<file path="src/rtl/ws2812b_pkg.sv">
// Shared definitions for the WS2812B link: receiver FSM states, default
// bit timings (also used by the transmitter) and the pixel word width.
package ws2812b_pkg;

  typedef enum logic [1:0] {
    ST_SYNC = 2'd0,
    ST_IDLE = 2'd1,
    ST_HIGH = 2'd2,
    ST_LOW  = 2'd3
  } rx_state_t;

  // Nominal bit timings in cycles at 100 MHz
  localparam int T0H = 40;
  localparam int T0L = 85;
  localparam int T1H = 80;
  localparam int T1L = 45;

  // Low time that ends a frame (50 us at 100 MHz)
  localparam int RESET_CYCLES_DEFAULT = 5000;

  localparam int PIXEL_W = 24;

endpackage

</file>
<file path="src/rtl/ws2812b_din_sync.sv">
// DIN synchronizer (SYNC_STAGES flops, minimum 2) followed by one edge
// register. The level and rise/fall events are all registered so they line
// up in the same cycle: SYNC_STAGES+1 cycles after the pin transition.
module ws2812b_din_sync #(
  parameter int SYNC_STAGES = 2
) (
  input  logic clk,
  input  logic reset_n,
  input  logic din,
  output logic din_lvl,
  output logic rise,
  output logic fall
);

  logic [SYNC_STAGES-1:0] sync_p0;

  // Metastability chain; the MSB is the first usable synchronized sample
  always_ff @(posedge clk or negedge reset_n) begin
    if (!reset_n) begin
      sync_p0 <= '0;
    end else begin
      sync_p0 <= {sync_p0[SYNC_STAGES-2:0], din};
    end
  end

  // Edge register: delayed level plus rise/fall events aligned with it
  always_ff @(posedge clk or negedge reset_n) begin
    if (!reset_n) begin
      din_lvl <= 1'b0;
      rise    <= 1'b0;
      fall    <= 1'b0;
    end else begin
      din_lvl <= sync_p0[SYNC_STAGES-1];
      rise    <= sync_p0[SYNC_STAGES-1] & ~din_lvl;
      fall    <= ~sync_p0[SYNC_STAGES-1] & din_lvl;
    end
  end

endmodule

</file>
<file path="src/rtl/ws2812b_rx.sv">
// WS2812B NRZ receiver: measures DIN high pulses, decodes 24-bit pixels
// MSB-first, and ends a frame on a long low gap.
// Optional feature: define WS2812B_RX_FORWARD_EN to forward the stream after
// the first pixel of each frame on DOUT (cascadable pixel node behaviour);
// otherwise DOUT is tied low.
module ws2812b_rx
  import ws2812b_pkg::*;
#(
  parameter int THRESH_CYCLES   = 60,
  parameter int MIN_HIGH_CYCLES = 15,
  parameter int MAX_HIGH_CYCLES = 120,
  parameter int RESET_CYCLES    = RESET_CYCLES_DEFAULT,
  parameter int SYNC_STAGES     = 2
) (
  input  logic                clk,
  input  logic                reset_n,
  input  logic                DIN,
  output logic [PIXEL_W-1:0]  pixel_data,
  output logic                pixel_valid,
  output logic [15:0]         pixel_index,
  output logic                frame_done,
  output logic [15:0]         frame_pixels,
  output logic                bit_error,
  output logic                DOUT
);

  localparam int HCNT_W = $clog2(MAX_HIGH_CYCLES + 1);
  localparam int LCNT_W = $clog2(RESET_CYCLES + 1);
  localparam int BCNT_W = $clog2(PIXEL_W);

  localparam logic [HCNT_W-1:0] H_THR  = HCNT_W'(THRESH_CYCLES);
  localparam logic [HCNT_W-1:0] H_MIN  = HCNT_W'(MIN_HIGH_CYCLES);
  localparam logic [HCNT_W-1:0] H_MAX  = HCNT_W'(MAX_HIGH_CYCLES);
  localparam logic [HCNT_W-1:0] H_ONE  = HCNT_W'(1);
  localparam logic [LCNT_W-1:0] L_RST  = LCNT_W'(RESET_CYCLES);
  localparam logic [LCNT_W-1:0] L_ONE  = LCNT_W'(1);
  localparam logic [BCNT_W-1:0] B_LAST = BCNT_W'(PIXEL_W - 1);
  localparam logic [BCNT_W-1:0] B_ONE  = BCNT_W'(1);

  logic                din_lvl;
  logic                rise;
  logic                fall;
  rx_state_t           state;
  logic [HCNT_W-1:0]   hcnt;
  logic [LCNT_W-1:0]   lcnt;
  logic [BCNT_W-1:0]   bitcnt;
  logic [PIXEL_W-1:0]  shreg;
  logic [15:0]         pcnt;
  logic                bit_val;
  logic [PIXEL_W-1:0]  shifted;

  function automatic logic [HCNT_W-1:0] hcnt_sat_inc(input logic [HCNT_W-1:0] v);
    return (v >= H_MAX) ? v : v + H_ONE;
  endfunction

  function automatic logic [LCNT_W-1:0] lcnt_sat_inc(input logic [LCNT_W-1:0] v);
    return (v >= L_RST) ? v : v + L_ONE;
  endfunction

  function automatic logic [15:0] pcnt_sat_inc(input logic [15:0] v);
    return (v == 16'hFFFF) ? v : v + 16'd1;
  endfunction

  ws2812b_din_sync #(
    .SYNC_STAGES(SYNC_STAGES)
  ) u_din_sync (
    .clk    (clk),
    .reset_n(reset_n),
    .din    (DIN),
    .din_lvl(din_lvl),
    .rise   (rise),
    .fall   (fall)
  );

  // Decoded bit of the pulse that is ending and the shifter's next value
  always_comb begin
    bit_val = (hcnt >= H_THR);
    shifted = {shreg[PIXEL_W-2:0], bit_val};
  end

  // Receiver FSM: pulse measurement, bit shifting, pixel and frame strobes
  always_ff @(posedge clk or negedge reset_n) begin
    if (!reset_n) begin
      state        <= ST_SYNC;
      hcnt         <= '0;
      lcnt         <= '0;
      bitcnt       <= '0;
      shreg        <= '0;
      pcnt         <= '0;
      pixel_data   <= '0;
      pixel_valid  <= 1'b0;
      pixel_index  <= '0;
      frame_done   <= 1'b0;
      frame_pixels <= '0;
      bit_error    <= 1'b0;
    end else begin
      pixel_valid <= 1'b0;
      frame_done  <= 1'b0;
      bit_error   <= 1'b0;
      case (state)
        // Wait for a full low gap before trusting any edge
        ST_SYNC: begin
          if (din_lvl) begin
            lcnt <= '0;
          end else if (lcnt >= L_RST) begin
            lcnt  <= '0;
            state <= ST_IDLE;
          end else begin
            lcnt <= lcnt_sat_inc(lcnt);
          end
        end
        ST_IDLE: begin
          if (rise) begin
            hcnt  <= H_ONE;
            state <= ST_HIGH;
          end
        end
        ST_HIGH: begin
          if (fall) begin
            if (hcnt < H_MIN || hcnt >= H_MAX) begin
              bit_error <= 1'b1;
              bitcnt    <= '0;
              pcnt      <= '0;
              lcnt      <= '0;
              state     <= ST_SYNC;
            end else begin
              shreg <= shifted;
              if (bitcnt == B_LAST) begin
                pixel_data  <= shifted;
                pixel_valid <= 1'b1;
                pixel_index <= pcnt;
                pcnt        <= pcnt_sat_inc(pcnt);
                bitcnt      <= '0;
              end else begin
                bitcnt <= bitcnt + B_ONE;
              end
              lcnt  <= L_ONE;
              state <= ST_LOW;
            end
          end else if (hcnt >= H_MAX) begin
            // Stuck high: drop everything and resynchronize
            bit_error <= 1'b1;
            bitcnt    <= '0;
            pcnt      <= '0;
            lcnt      <= '0;
            state     <= ST_SYNC;
          end else begin
            hcnt <= hcnt_sat_inc(hcnt);
          end
        end
        ST_LOW: begin
          if (rise) begin
            hcnt  <= H_ONE;
            state <= ST_HIGH;
          end else if (lcnt >= L_RST) begin
            // Frame end; a partial pixel is reported and dropped
            frame_done   <= 1'b1;
            frame_pixels <= pcnt;
            bit_error    <= (bitcnt != '0);
            pcnt         <= '0;
            bitcnt       <= '0;
            lcnt         <= '0;
            state        <= ST_IDLE;
          end else begin
            lcnt <= lcnt_sat_inc(lcnt);
          end
        end
        default: state <= ST_SYNC;
      endcase
    end
  end

`ifdef WS2812B_RX_FORWARD_EN
  logic fwd;

  // Forwarding window: opens after this node's own pixel, closes at frame end or error
  always_ff @(posedge clk or negedge reset_n) begin
    if (!reset_n) begin
      fwd <= 1'b0;
    end else if (frame_done || bit_error) begin
      fwd <= 1'b0;
    end else if (pixel_valid) begin
      fwd <= 1'b1;
    end
  end

  assign DOUT = fwd & din_lvl;
`else
  assign DOUT = 1'b0;
`endif

endmodule

</file>
<file path="config.mk">
export PLATFORM = sky130hd
export DESIGN_NAME = ws2812b_rx
export DESIGN_NICKNAME = d
export VERILOG_FILES = /design/src/rtl/ws2812b_pkg.sv /design/src/rtl/ws2812b_din_sync.sv /design/src/rtl/ws2812b_rx.sv
export SDC_FILE = /design/constraint.sdc
export NUM_CORES = 1
export LEC_CHECK = 0
export BUFFER_PORTS_ARGS = -buffer_cell sky130_fd_sc_hd__buf_2
export CAP_MARGIN = 25
export CELL_PAD_IN_SITES_DETAIL_PLACEMENT = 0
export CELL_PAD_IN_SITES_GLOBAL_PLACEMENT = 2
export CORE_MARGIN = 8
export CORE_UTILIZATION = 30
export CTS_BUF_LIST = sky130_fd_sc_hd__clkbuf_8 sky130_fd_sc_hd__clkbuf_16
export DETAILED_ROUTE_END_ITERATION = 16
export GPL_TIMING_DRIVEN = 1
export PLACE_DENSITY_LB_ADDON = 0.1
export SYNTH_ARGS = -nofsm -noshare
export SYNTH_HDL_FRONTEND = slang
export SYNTH_SLANG_ARGS = --single-unit
</file>
<file path="constraint.sdc">
create_clock -name clk -period 3.9 [get_ports clk]
set_clock_uncertainty 0.2 [all_clocks]
set_input_delay 1.17 -clock clk [delete_from_list [all_inputs] [get_ports clk]]
set_output_delay 1.17 -clock clk [all_outputs]
set_load 0.01 [all_outputs]
</file>
==> reports/results.md, run 1 <==
| Parameter | Value | Unit |
|:---|:---|:---|
| Antenna violations before repair | 0 | - |
| Worst voltage drop across the vdd grid | 0.262 | mV |
| Sequence of cells on the critical path | nand2b_1 -> a2111oi_4 -> a41oi_1 -> a31oi_1 | - |
| Cts repair resizes | 0 | - |
| Reg2Reg Depth | 4 | - |
| Total power of the final layout | 2980 | uW |
| Multi-input gate area in the final layout | 2300 | sq um |
| Number of core rows | 50 | - |
| Worst reg2reg path endpoint | pcnt[15]$_DFFE_PN0P_ | - |
| Dominant combinational cell family by area after synthesis | multiplexers | - |
| CTS Buffer Depth | 2 | - |
| Setup slack after placement | 1.30 | ns |
| Die outline height | 154 | um |
| Worst-path fanout max | 15 | - |
| Unrepaired setup endpoints after global routing | false | - |
| Count of placed standard cells including taps | 741 | - |
| Clock latency on the worst-skew pair | 0.42 | ns |
| Post-CTS setup buffer count | 0 | - |
| Standby leakage power | 0.00332 | uW |
| Timing-limited maximum frequency | 0.389 | GHz |
| Flip-flop and latch count after synthesis | 130 | - |
| Internal power | 2270 | uW |
| Fraction of post-synthesis cell area in the top cell type by area | 56.7 | % |
| Post-layout utilization of the core | 36.5 | % |
| Worst Slack Setup Final | 1.33 | ns |
| Required time at the endpoint of the critical path | 4.04 | ns |
| H-tree depth | 4 | - |
| Post-synthesis net count | 471 | - |
| Worst Setup Path Type | flop to flop | - |
| Final TNS setup | 0 | ns |
| Area growth syn-to-layout | 19.4 | % |
| Number of enable-type register cells in the synthesized netlist | 0 | - |
| Status | completed | - |
| Yosys warnings | 0 | - |
| Die Area | 23,800 | sq um |
| Most repeated cell in the gate-level netlist after synthesis | sky130_fd_sc_hd__dfrtp_1 | - |
| Top cells by count, synth | sky130_fd_sc_hd__dfrtp_1 (130), sky130_fd_sc_hd__mux2_2 (66), sky130_fd_sc_hd__nand2_1 (28) | - |
| Boundary Pins | 63 | - |
| Worst Hold Endpoint | u_din_sync.sync_p0[1]$_DFF_PN0_ | - |
| Crit Reg-Reg Startpoint | state[0]$_DFFE_PN0P_ | - |
| Via Count | 3,792 | - |
| Most used DFF post-synth | sky130_fd_sc_hd__dfrtp_1 | - |
| Root buf cell | sky130_fd_sc_hd__clkbuf_16 | - |
| Slowest stage cell on the critical path | sky130_fd_sc_hd__a2111oi_4 | - |
| Quantity of I/O buffers inserted on ports | 61 | - |
| Number of setup violations in the final report | 0 | - |
| Maxcap violations | 0 | - |
| Leading cell types by total area after synthesis | sky130_fd_sc_hd__dfrtp_1 (57%), sky130_fd_sc_hd__mux2_2 (13%), sky130_fd_sc_hd__a21oi_1 (2.2%) | - |
| Adder and majority cell fraction of the synthesized area | 1.53 | % |
| Overall overflow remaining after global route | 0 | - |
| Starting density of the core | 30.6 | % |
| Critical Path Sink Type | flop | - |
| Antenna-violating nets left | 0 | - |
| Register Area | 3250 | sq um |
| Worst min path class | flop to flop | - |
| Number of clock buffers inserted by TritonCTS | 17 | - |
| PD cells | 435 | nW/um^2 |
| Multiplexer fraction of the synthesized cell area | 16.0 | % |
| Placer's final routability congestion estimate | 0.756 | - |
| Synthesized instance count | 461 | - |
| Final net count | 536 | - |
| Worst hold path stage count | 0 | - |
| Number of max-slew violations in the final report | 0 | - |
| Hold wc startpoint | u_din_sync.sync_p0[0]$_DFF_PN0_ | - |
| Core region area | 18,800 | sq um |
| Wire per inst | 16.6 | um |
| Share of post-route cells with drive strength above 1 | 34.0 | % |
| Fraction of power spent switching nets | 23.9 | % |
| Initial DRC count | 243 | - |
| Relative slew slack | 35.5 | % |
| Worst-margin pin slew | 0.967 | ns |
| Switch Pwr | 712 | uW |
| Post-CTS Hold Buffers | 0 | - |
| TritonCTS clock tree | built | - |
| DIE WIDTH | 154 | um |
| Family with the most delay on the worst path | compound AO/OA/AOI/OAI gates | - |
| Final period util | 65.9 | % |
| Number of global-route vias before repair | 4,059 | - |
| Data arrival time at the worst-slack endpoint | 2.71 | ns |
| Relative contribution of the clock network to total power | 52.9 | % |
| Final routed wirelength across all metal layers | 12,900 | um |
| Fraction of power consumed by sequential logic | 45.5 | % |
| Nature of the critical path startpoint | flop | - |
| Worst path bufs/invs | 0 | - |
| Largest area contributor in the netlist | sky130_fd_sc_hd__dfrtp_1 | - |
| Netlist area before placement | 5740 | sq um |
| Final period demand of the worst path | 2.57 | ns |
| Xor/xnor cell area share of the yosys netlist | 1.68 | % |
| Per-instance average area after synthesis | 12.5 | sq um |
| Number of distinct library cells after synthesis | 55 | - |
| Compound-gate portion of the synthesized area | 9.72 | % |
| Number of hold violations in the final report | 0 | - |
| Reg-to-reg slack, setup | 1.33 | ns |
| First-pass GRT wire length | 21,800 | um |
| Share of synthesized flip-flops with an asynchronous set or reset | 100 | % |
| DRT Pass-1 Iters | 4 | - |
| Largest net degree at the start of global routing | 71 | - |
| Combinational cell fraction of total power | 1.5 | % |
| Number of antenna cells inserted | 0 | - |
| Worst-path clk slew | 0.06 | ns |
| Total GRT Usage | 11.6 | % |
| DPL Wire Length | 8450 | um |
| Sequential area share after synthesis | 56.7 | % |
| Final cell count without fillers | 773 | - |
| Max stage delay on crit path | 0.97 | ns |
| Number of clock sinks seen by CTS | 130 | - |
| Via density per instance | 4.91 | - |
| Post-Synth Simple-Gate Area | 11.0 | % |
| Count of fill cells added during filler insertion | 1,882 | - |
| DRC Markers | 0 | - |
-- cells in the final DEF, fill, tap and decap left out, types with 4 or more instances in the layout --
master                      instances
sky130_fd_sc_hd__dfrtp_1          130
sky130_fd_sc_hd__mux2_2            66
sky130_fd_sc_hd__buf_2             60
sky130_fd_sc_hd__nand2_1           28
sky130_fd_sc_hd__nor2_1            26
sky130_fd_sc_hd__a21oi_1           25
sky130_fd_sc_hd__clkbuf_16         17
sky130_fd_sc_hd__o21ai_0           16
sky130_fd_sc_hd__inv_1             15
sky130_fd_sc_hd__nand3_1           12
sky130_fd_sc_hd__nand4_1           11
sky130_fd_sc_hd__a31oi_1           10
sky130_fd_sc_hd__nor4_1             8
sky130_fd_sc_hd__mux2_4             8
sky130_fd_sc_hd__a41oi_1            7
sky130_fd_sc_hd__ha_1               7
sky130_fd_sc_hd__xnor2_1            6
sky130_fd_sc_hd__inv_6              6
sky130_fd_sc_hd__xor2_1             5
sky130_fd_sc_hd__or3_1              4
sky130_fd_sc_hd__mux2_1             4
sky130_fd_sc_hd__buf_4              4
-- layer usage --
| metal | track usage, % | vias up | part of all wire, % |
|---|---|---|---|
| met2 | 18.8 | 57 | 49 |
| li1 | - | 1810 | - |
| met1 | 14.1 | 1919 | 47 |
| met3 | 3.51 | 6 | 2.9 |
| met5 | 0 | - | 0 |
| met4 | 4.71 | 0 | 0.72 |
-- registers in the layout, summed over array words and instances, names as in the netlist --
register	cells
pcnt	16
hcnt	7
u_din_sync.rise	1
u_din_sync.sync_p0	2
frame_done	1
pixel_data	24
shreg	23
bitcnt	5
lcnt	13
pixel_valid	1
u_din_sync.fall	1
u_din_sync.din_lvl	1
bit_error	1
pixel_index	16
state	2
frame_pixels	16
-- power by group through the flow --
stage | registers, uW | clock network, uW | logic [uW]
after floorplan | 1380 | 0 | 11.9
after global placement | 1380 | 0 | 48.3
after detailed placement | 1380 | 0 | 48.6
after CTS | 1360 | 1640 | 48.7
after global routing | 1360 | 1700 | 54.4
final | 1360 | 1580 | 45.2
-- worst max-delay path by stage --
stage | startpoint | slack, ns | end | cells past startpoint
6_report | state[0]$_DFFE_PN0P_ | 1.33 | pcnt[15]$_DFFE_PN0P_ | 4
5_1_grt | bitcnt[0]$_DFFE_PN0P_ | 1.09 | pcnt[9]$_DFFE_PN0P_ | 5
4_1_cts | state[0]$_DFFE_PN0P_ | 1.29 | pcnt[9]$_DFFE_PN0P_ | 4
3_5_place_dp | state[0]$_DFFE_PN0P_ | 1.30 | pcnt[13]$_DFFE_PN0P_ | 4
3_3_place_gp | bitcnt[0]$_DFFE_PN0P_ | 1.36 | pcnt[15]$_DFFE_PN0P_ | 5
2_1_floorplan | bitcnt[0]$_DFFE_PN0P_ | 1.84 | pixel_data[10]$_DFFE_PN0P_ | 5
-- cell families (layout without fill, tap and decap cells) --
logic type,Yosys count,count (layout)
adder cells (fa/ha/maj),7,7
XOR/XNOR,11,11
multiplexers,79,79
flip-flops,130,130
AND/OR/NAND/NOR,116,116
buffers and inverters,35,113
other,1,1
AO/OA/AOI/OAI,82,82
-- per-stage QoR --
| stage | hold slack (ns) | cell area [sq um] |
|---|---|---|
| 2_1_floorplan | 0.131 | 5740 |
| 3_3_place_gp | 0.138 | 6260 |
| 3_5_place_dp | 0.145 | 6260 |
| 4_1_cts | 0.159 | 6860 |
| 5_1_grt | 0.162 | 6860 |
| 6_report | 0.158 | 6860 |
-- area by class of cell --
class,count,share of cell area (%)
tap,234,4.27
sequential,130,47.4
clock buffer,17,6.20
clock inverter,15,2.46
multi-input combinational,296,33.5
inverter,15,0.821
timing repair buffer,66,5.27
Note: power is estimated with default switching activity, not from simulation.
==> run 2: changes to the inputs <==
- clock period: 3.9 -> 2.1 ns (I/O delays scaled with it)
==> run 2 against run 1 <==
Core utilization rose by 4.3 points. Non-clock buffer count rose by 72. Flip-flop and latch count did not move. Sequential share of layout area fell by 4.9 points. Critical path depth rose by 2. Cell area rose by 12%. Fmax rose by 23%. Cell count rose by 9.3%. First-iteration DRC count fell by 42%. Hold slack got worse by 0.034 ns. Register-to-register slack got worse by 1.3 ns. Routed wire length rose by 7.9%.
==> reports/results.md, run 2 (synthesis results as in run 1) <==
| Parameter | Value | Unit | Change |
|:---|:---|:---|:---|
| Commonest non-fill, non-tap cell in the layout | sky130_fd_sc_hd__dfrtp_1 | - |  |
| Crit Reg-Reg Startpoint | hcnt[5]$_DFFE_PN0P_ | - |  |
| Regs by FF count | pixel_data (24), shreg (23) | - |  |
| TritonCTS clock tree | built | - |  |
| H-tree depth | 4 | - | unchanged |
| Final period util | 99.9 | % | +34 points |
| Worst min path class | primary input to flop | - |  |
| Reg2Reg Depth | 6 | - | +2 |
| Required time at the endpoint of the critical path | 2.20 | ns | -1.84 ns |
| Worst-path fanout max | 6 | - | -9 |
| Slowest stage cell on the critical path | sky130_fd_sc_hd__or3_4 | - |  |
| Max FFs per register | 24 | - | unchanged |
| CTS Buffer Depth | 2 | - | unchanged |
| Antenna-violating nets left | 0 | - | unchanged |
| Via density per instance | 4.77 | - | -2.8% |
| Share of post-route cells with drive strength above 1 | 43.4 | % | +9.4 points |
| Core region area | 18,800 | sq um | unchanged |
| Nature of the critical path startpoint | flop | - |  |
| Number of core rows | 50 | - | unchanged |
| Wire per inst | 16.4 | um | -1.3% |
| Post-Route Hold Slack | 0.124 | ns | -0.0340 ns |
| PD cells | 755 | nW/um^2 | +74% |
| Worst voltage drop across the vdd grid | 0.617 | mV | +140% |
| DRT Pass-1 Iters | 4 | - | unchanged |
| Status | completed | - |  |
| Reg-to-reg slack, setup | 0.002 | ns | -1.33 ns |
| Critical Path Sink Type | flop | - |  |
| Boundary Pins | 63 | - | unchanged |
| Initial DRC count | 142 | - | -42% |
| Most flops, register | pixel_data | - |  |
| Max stage delay on crit path | 0.43 | ns | -0.54 ns |
| Largest net degree at the start of global routing | 33 | - | -54% |
| Quantity of I/O buffers inserted on ports | 61 | - | unchanged |
| Final routed wirelength across all metal layers | 13,900 | um | +7.9% |
| Root buf cell | sky130_fd_sc_hd__clkbuf_16 | - |  |
| Worst reg2reg path endpoint | pixel_data[13]$_DFFE_PN0P_ | - |  |
| Timing-limited maximum frequency | 0.477 | GHz | +23% |
| Hold wc startpoint | DIN | - |  |
| Sequence of cells on the critical path | or3_4 -> o211ai_4 -> nor3_4 -> buf_12 -> clkbuf_16 -> mux2_4 | - |  |
| Total power of the final layout | 5780 | uW | +94% |
| Data arrival time at the worst-slack endpoint | 2.20 | ns | -0.51 ns |
| DIE WIDTH | 154 | um | unchanged |
| DRC Markers | 0 | - | unchanged |
| Starting density of the core | 30.6 | % | unchanged |
| Worst Hold Endpoint | u_din_sync.sync_p0[0]$_DFF_PN0_ | - |  |
| Number of antenna cells inserted | 0 | - | unchanged |
| Die Area | 23,800 | sq um | unchanged |
| Final net count | 608 | - | +13% |
| Design area | 7660 | sq um | +12% |
| Worst Slack Setup Final | 0.00157 | ns | -1.33 ns |
| Number of clock sinks seen by CTS | 130 | - | unchanged |
| Via Count | 4,028 | - | +6.2% |
| Total GRT Usage | 12.0 | % | +0.43 points |
| DPL Wire Length | 9460 | um | +12% |
| Area growth syn-to-layout | 33.3 | % |  |
| First-pass GRT wire length | 22,800 | um | +4.5% |
| Placer's final routability congestion estimate | 0.746 | - | -1.4% |
| Clock latency on the worst-skew pair | 0.41 | ns | about the same |
| Placement-stage cell area | 6800 | sq um | +8.6% |
| Number of clock buffers inserted by TritonCTS | 17 | - | unchanged |
| Final period demand of the worst path | 2.10 | ns | -0.473 ns |
| Worst-path clk slew | 0.06 | ns | about the same |
| Number of max-slew violations in the final report | 0 | - | unchanged |
| Worst path bufs/invs | 2 | - | +2 |
| Worst Setup Path Type | flop to flop | - |  |
| Die outline height | 154 | um | unchanged |
| Number of setup violations in the final report | 0 | - | unchanged |
| Unrepaired setup endpoints after global routing | true | - |  |
| Number of hold violations in the final report | 0 | - | unchanged |
| Number of global-route vias before repair | 4,305 | - | +6.1% |
| Family with the most delay on the worst path | simple AND/OR/NAND/NOR gates | - |  |
| Final TNS setup | 0 | ns | unchanged |
| Maxcap violations | 0 | - | unchanged |
| Standby leakage power | 0.00375 | uW | +13% |
| Antenna violations before repair | 0 | - | unchanged |
| Setup slack after placement | 0.0165 | ns | -1.29 ns |
| Top library cells by usage in the layout, fill and taps aside | sky130_fd_sc_hd__dfrtp_1 (130), sky130_fd_sc_hd__mux2_2 (66), sky130_fd_sc_hd__buf_2 (60), sky130_fd_sc_hd__buf_4 (60), sky130_fd_sc_hd__nand2_1 (28) | - |  |
| Overall overflow remaining after global route | 0 | - | unchanged |
| Worst hold path stage count | 1 | - | +1 |
[run 2: routing by layer]
metal / GRT usage (%) / wire, um / up-vias
met2: 20.0 / 6830 / 64
li1: - / - / 1954
met3: 3.34 / 538 / 13
met5: 0 / 0 / -
met4: 4.06 / 214 / 0
met1: 14.7 / 6300 / 1997
[run 2: per-stage QoR]
step / instances / util (%)
6_report: 845 / 40.8
5_1_grt: 845 / 40.8
4_1_cts: 834 / 39.7
3_5_place_dp: 801 / 36.2
3_3_place_gp: 801 / 36.2
2_1_floorplan: 461 / -
[run 2: layout make-up]
class	count	area [sq um]
multi-input cells	296	2350
well taps	234	293
clock buffers	17	425
fillers	1810	11100
flip-flops and latches	130	3250
repair buffers	138	1070
inverters	15	56.3
clock inverters	15	206
[run 2: worst max-delay path by stage]
stage	startpoint	end	slack [ns]	cells past startpoint
detailed placement	lcnt[3]$_DFFE_PN0P_	frame_pixels[3]$_DFFE_PN0P_	0.02	7
CTS	lcnt[3]$_DFFE_PN0P_	frame_pixels[3]$_DFFE_PN0P_	0.005	7
finish	hcnt[5]$_DFFE_PN0P_	pixel_data[13]$_DFFE_PN0P_	0.002	6
global route	pcnt[0]$_DFFE_PN0P_	pcnt[2]$_DFFE_PN0P_	-0.07	7
global placement	lcnt[3]$_DFFE_PN0P_	frame_pixels[1]$_DFFE_PN0P_	0.01	7
floorplan	bitcnt[0]$_DFFE_PN0P_	pixel_data[10]$_DFFE_PN0P_	0.04	5
[run 2: timing repair]
| action | CTS | global route |
|---|---|---|
| endpoints found under the setup margin | 0 | 78 |
| hold buffers | 1 | 0 |
| gates resized for setup | 0 | 14 |
| buffers inserted | 0 | 7 |
| hold endpoints to repair | 22 | 0 |
[run 2: power breakdown]
group / total (uW) / switching [uW] / internal, uW
registers: 2520 / 7.22 / 2510
clock network: 3160 / 1160 / 2000
logic: 99.8 / 71.2 / 28.6
total: 5780 / 1240 / 4540
==> run 3: changes to the inputs <==
- BUFFER_PORTS_ARGS: -buffer_cell sky130_fd_sc_hd__buf_2 -> -buffer_cell sky130_fd_sc_hd__buf_4
- CORE_UTILIZATION: 30 -> 36
==> run 3 against run 2 <==
Sequential power about the same. Flip-flop and latch count unchanged. Clock power decreased by 7.0%. First-iteration DRC count increased by 18%. Non-clock buffer count decreased by 6. Combinational power decreased by 9.4%. Die area decreased by 15%. Cell area decreased by 0.38%. Core utilization increased by 7.7 points. Total power decreased by 3.9%. Largest cell class unchanged. Highest routed layer unchanged.
==> reports/results.md, run 3 (synthesis results as in run 1) <==
| Parameter | Value | Unit | Change |
|:---|:---|:---|:---|
| Status | completed | - |  |
| Via density per instance | 4.88 | - | +2.4% |
| Fraction of power consumed by sequential logic | 45.4 | % | +1.8 points |
| Antenna violations before repair | 0 | - | unchanged |
| DRC Markers | 0 | - | unchanged |
| Data arrival time at the worst-slack endpoint | 2.18 | ns | -0.02 ns |
| Worst voltage drop across the vdd grid | 0.516 | mV | -16% |
| Area growth syn-to-layout | 32.8 | % |  |
| Nature of the critical path startpoint | flop | - |  |
| CTS Buffer Depth | 2 | - | unchanged |
| Relative contribution of the clock network to total power | 53.0 | % | -1.6 points |
| Commonest non-fill, non-tap cell in the layout | sky130_fd_sc_hd__dfrtp_1 | - |  |
| Number of clock buffers inserted by TritonCTS | 17 | - | unchanged |
| Die outline height | 142 | um | -7.8% |
| Clock latency on the worst-skew pair | 0.42 | ns | about the same |
| Number of clock sinks seen by CTS | 130 | - | unchanged |
| DPL Wire Length | 8490 | um | -10% |
| Number of core rows | 46 | - | -8.0% |
| Placer's final routability congestion estimate | 0.758 | - | +1.6% |
| Internal power | 4330 | uW | -4.6% |
| Count of fill cells added during filler insertion | 1,419 | - | -22% |
| Standby leakage power | 0.00370 | uW | -1.6% |
| Antenna-violating nets left | 0 | - | unchanged |
| Most flops, register | pixel_data | - |  |
| First-pass GRT wire length | 21,800 | um | -4.6% |
| Overall overflow remaining after global route | 0 | - | unchanged |
| DRT Pass-1 Iters | 4 | - | unchanged |
| Final period util | 99.0 | % | -0.91 points |
| TritonCTS clock tree | built | - |  |
| Top library cells by usage in the layout, fill and taps aside | sky130_fd_sc_hd__dfrtp_1 (128), sky130_fd_sc_hd__buf_4 (119), sky130_fd_sc_hd__mux2_2 (66) | - |  |
| Post-layout utilization of the core | 48.5 | % | +7.7 points |
| Unrepaired setup endpoints after global routing | true | - |  |
| Final net count | 602 | - | -0.99% |
| Via Count | 4,006 | - | -0.55% |
| Crit path to | pixel_index[0]$_DFFE_PN0P_ | - |  |
| Worst-path clk slew | 0.06 | ns | about the same |
| Worst-path fanout max | 16 | - | +10 |
| Maxcap violations | 0 | - | unchanged |
| Reg-to-reg slack, setup | 0.02 | ns | +0.02 ns |
| Register Area | 3260 | sq um | about the same |
| Instance count on the critical path | 5 | - | -1 |
| Boundary Pins | 63 | - | unchanged |
| Number of hold violations in the final report | 0 | - | unchanged |
| Timing-limited maximum frequency | 0.481 | GHz | +0.91% |
| Family with the most delay on the worst path | simple AND/OR/NAND/NOR gates | - |  |
| Required time at the endpoint of the critical path | 2.20 | ns | about the same |
| Number of global-route vias before repair | 4,126 | - | -4.2% |
| DIE WIDTH | 142 | um | -7.8% |
| Crit Reg-Reg Startpoint | hcnt[5]$_DFFE_PN0P_ | - |  |
| Critical Path Sink Type | flop | - |  |
| Reg2Reg Depth | 5 | - | -1 |
| Quantity of I/O buffers inserted on ports | 61 | - | unchanged |
| Final routed wirelength across all metal layers | 12,800 | um | -8.1% |
| Source of the critical timing path | hcnt[5]$_DFFE_PN0P_ | - |  |
| Number of setup violations in the final report | 0 | - | unchanged |
| Die Area | 20,200 | sq um | -15% |
| Worst Setup Path Type | flop to flop | - |  |
| Worst min path class | primary input to flop | - |  |
| Worst reg2reg path endpoint | pixel_index[0]$_DFFE_PN0P_ | - |  |
| Final period demand of the worst path | 2.08 | ns | -0.0190 ns |
| Worst path bufs/invs | 1 | - | -1 |
| Slowest stage cell on the critical path | sky130_fd_sc_hd__or3_4 | - |  |
| Sequence of cells on the critical path | or3_4 -> o211ai_4 -> nor3_4 -> bufbuf_16 -> mux2_1 | - |  |
| Multi-input gate area in the final layout | 2320 | sq um | -1.4% |
| Max FFs per register | 24 | - | unchanged |
| Root buf cell | sky130_fd_sc_hd__clkbuf_16 | - |  |
| Share of post-route cells with drive strength above 1 | 41.8 | % | -1.6 points |
| Number of antenna cells inserted | 0 | - | unchanged |
| Number of max-slew violations in the final report | 0 | - | unchanged |
| Core region area | 15,700 | sq um | -16% |
| Fraction of power spent switching nets | 22.0 | % | +0.57 points |
| Wire per inst | 15.5 | um | -5.5% |
| H-tree depth | 4 | - | unchanged |
| PD cells | 729 | nW/um^2 | -3.5% |
| Total GRT Usage | 13.8 | % | +1.8 points |
| Combinational cell fraction of total power | 1.6 | % | about the same |
| Regs by FF count | pixel_data (24), shreg (23) | - |  |
| Largest net degree at the start of global routing | 83 | - | +150% |
| Switch Pwr | 1220 | uW | -1.3% |
| Starting density of the core | 36.5 | % | +5.9 points |
| Max stage delay on crit path | 0.41 | ns | -0.02 ns |
| Initial DRC count | 167 | - | +18% |
| Final TNS setup | 0 | ns | unchanged |
[run 3: cell types whose count changed in the layout (fill, tap and decap cells not counted), moves of 2 or more]
cell / change
sky130_fd_sc_hd__bufinv_16: -2
sky130_fd_sc_hd__inv_6: +2
sky130_fd_sc_hd__dfrtp_1: -2
sky130_fd_sc_hd__buf_12: -2
sky130_fd_sc_hd__buf_4: +59
sky130_fd_sc_hd__mux2_4: -2
sky130_fd_sc_hd__buf_6: -2
sky130_fd_sc_hd__mux2_1: +2
sky130_fd_sc_hd__buf_2: -60
sky130_fd_sc_hd__clkbuf_16: -2
sky130_fd_sc_hd__dfrtp_2: +2
[run 3: repair_timing]
item / CTS / global route
gates cloned: 1 / 1
buffers inserted: 4 / 5
hold endpoints to repair: 4 / 0
hold buffers: 1 / 0
resized for setup: 2 / 8
pin swaps: 2 / 0
endpoints found under the setup margin: 39 / 72
[run 3: power by group through the flow]
stage | logic, uW | clock network, uW | registers (uW)
2_1_floorplan | 22.0 | 0 | 2570
3_3_place_gp | 92.9 | 0 | 2570
3_5_place_dp | 93.7 | 0 | 2570
4_1_cts | 96.2 | 3040 | 2520
5_1_grt | 107 | 3130 | 2520
6_report | 90.4 | 2940 | 2520
[run 3: final cells by class]
cell class / count / share of cell area, %
Sequential cell: 130 / 42.7
Inverter: 15 / 0.738
Multi-Input combinational cell: 296 / 30.4
Clock inverter: 14 / 2.03
Clock buffer: 18 / 5.76
Tap cell: 216 / 3.54
Timing Repair Buffer: 132 / 14.9
[run 3: routing by layer]
metal	vias to the layer above	part of all wire (%)	GRT usage [%]	wire length [um]
li1	1937	-	-	-
met1	1991	46	17.3	5840
met2	61	49	21.9	6230
met3	17	3.6	3.59	453
met4	0	1.8	6.10	229
met5	-	0	0	0
[run 3: how the worst min path moves through the flow]
stage                                         start                              end  slack, ns  depth (start not counted)
finish                                          DIN  u_din_sync.sync_p0[0]$_DFF_PN0_       0.12                          1
detailed placement  u_din_sync.sync_p0[0]$_DFF_PN0_  u_din_sync.sync_p0[1]$_DFF_PN0_       0.15                          0
floorplan                                   reset_n              bit_error$_DFF_PN0_       0.13                          0
CTS                                             DIN  u_din_sync.sync_p0[0]$_DFF_PN0_        0.1                          1
global placement    u_din_sync.sync_p0[0]$_DFF_PN0_  u_din_sync.sync_p0[1]$_DFF_PN0_       0.14                          0
global route                                    DIN  u_din_sync.sync_p0[0]$_DFF_PN0_        0.1                          1
[run 3: stage by stage]
step | instance area [sq um] | hold WS [ns] | std cells | power, uW | setup WS [ns]
after detailed placement | 6870 | 0.145 | 777 | 2660 | -0.0226
after floorplan | 5740 | 0.131 | 461 | 2590 | 0.0371
after global routing | 7630 | 0.0991 | 821 | 5760 | -0.0383
after global placement | 6870 | 0.138 | 777 | 2660 | 0.00647
after CTS | 7540 | 0.0984 | 815 | 5660 | 0.0134
final | 7630 | 0.117 | 821 | 5560 | 0.0206
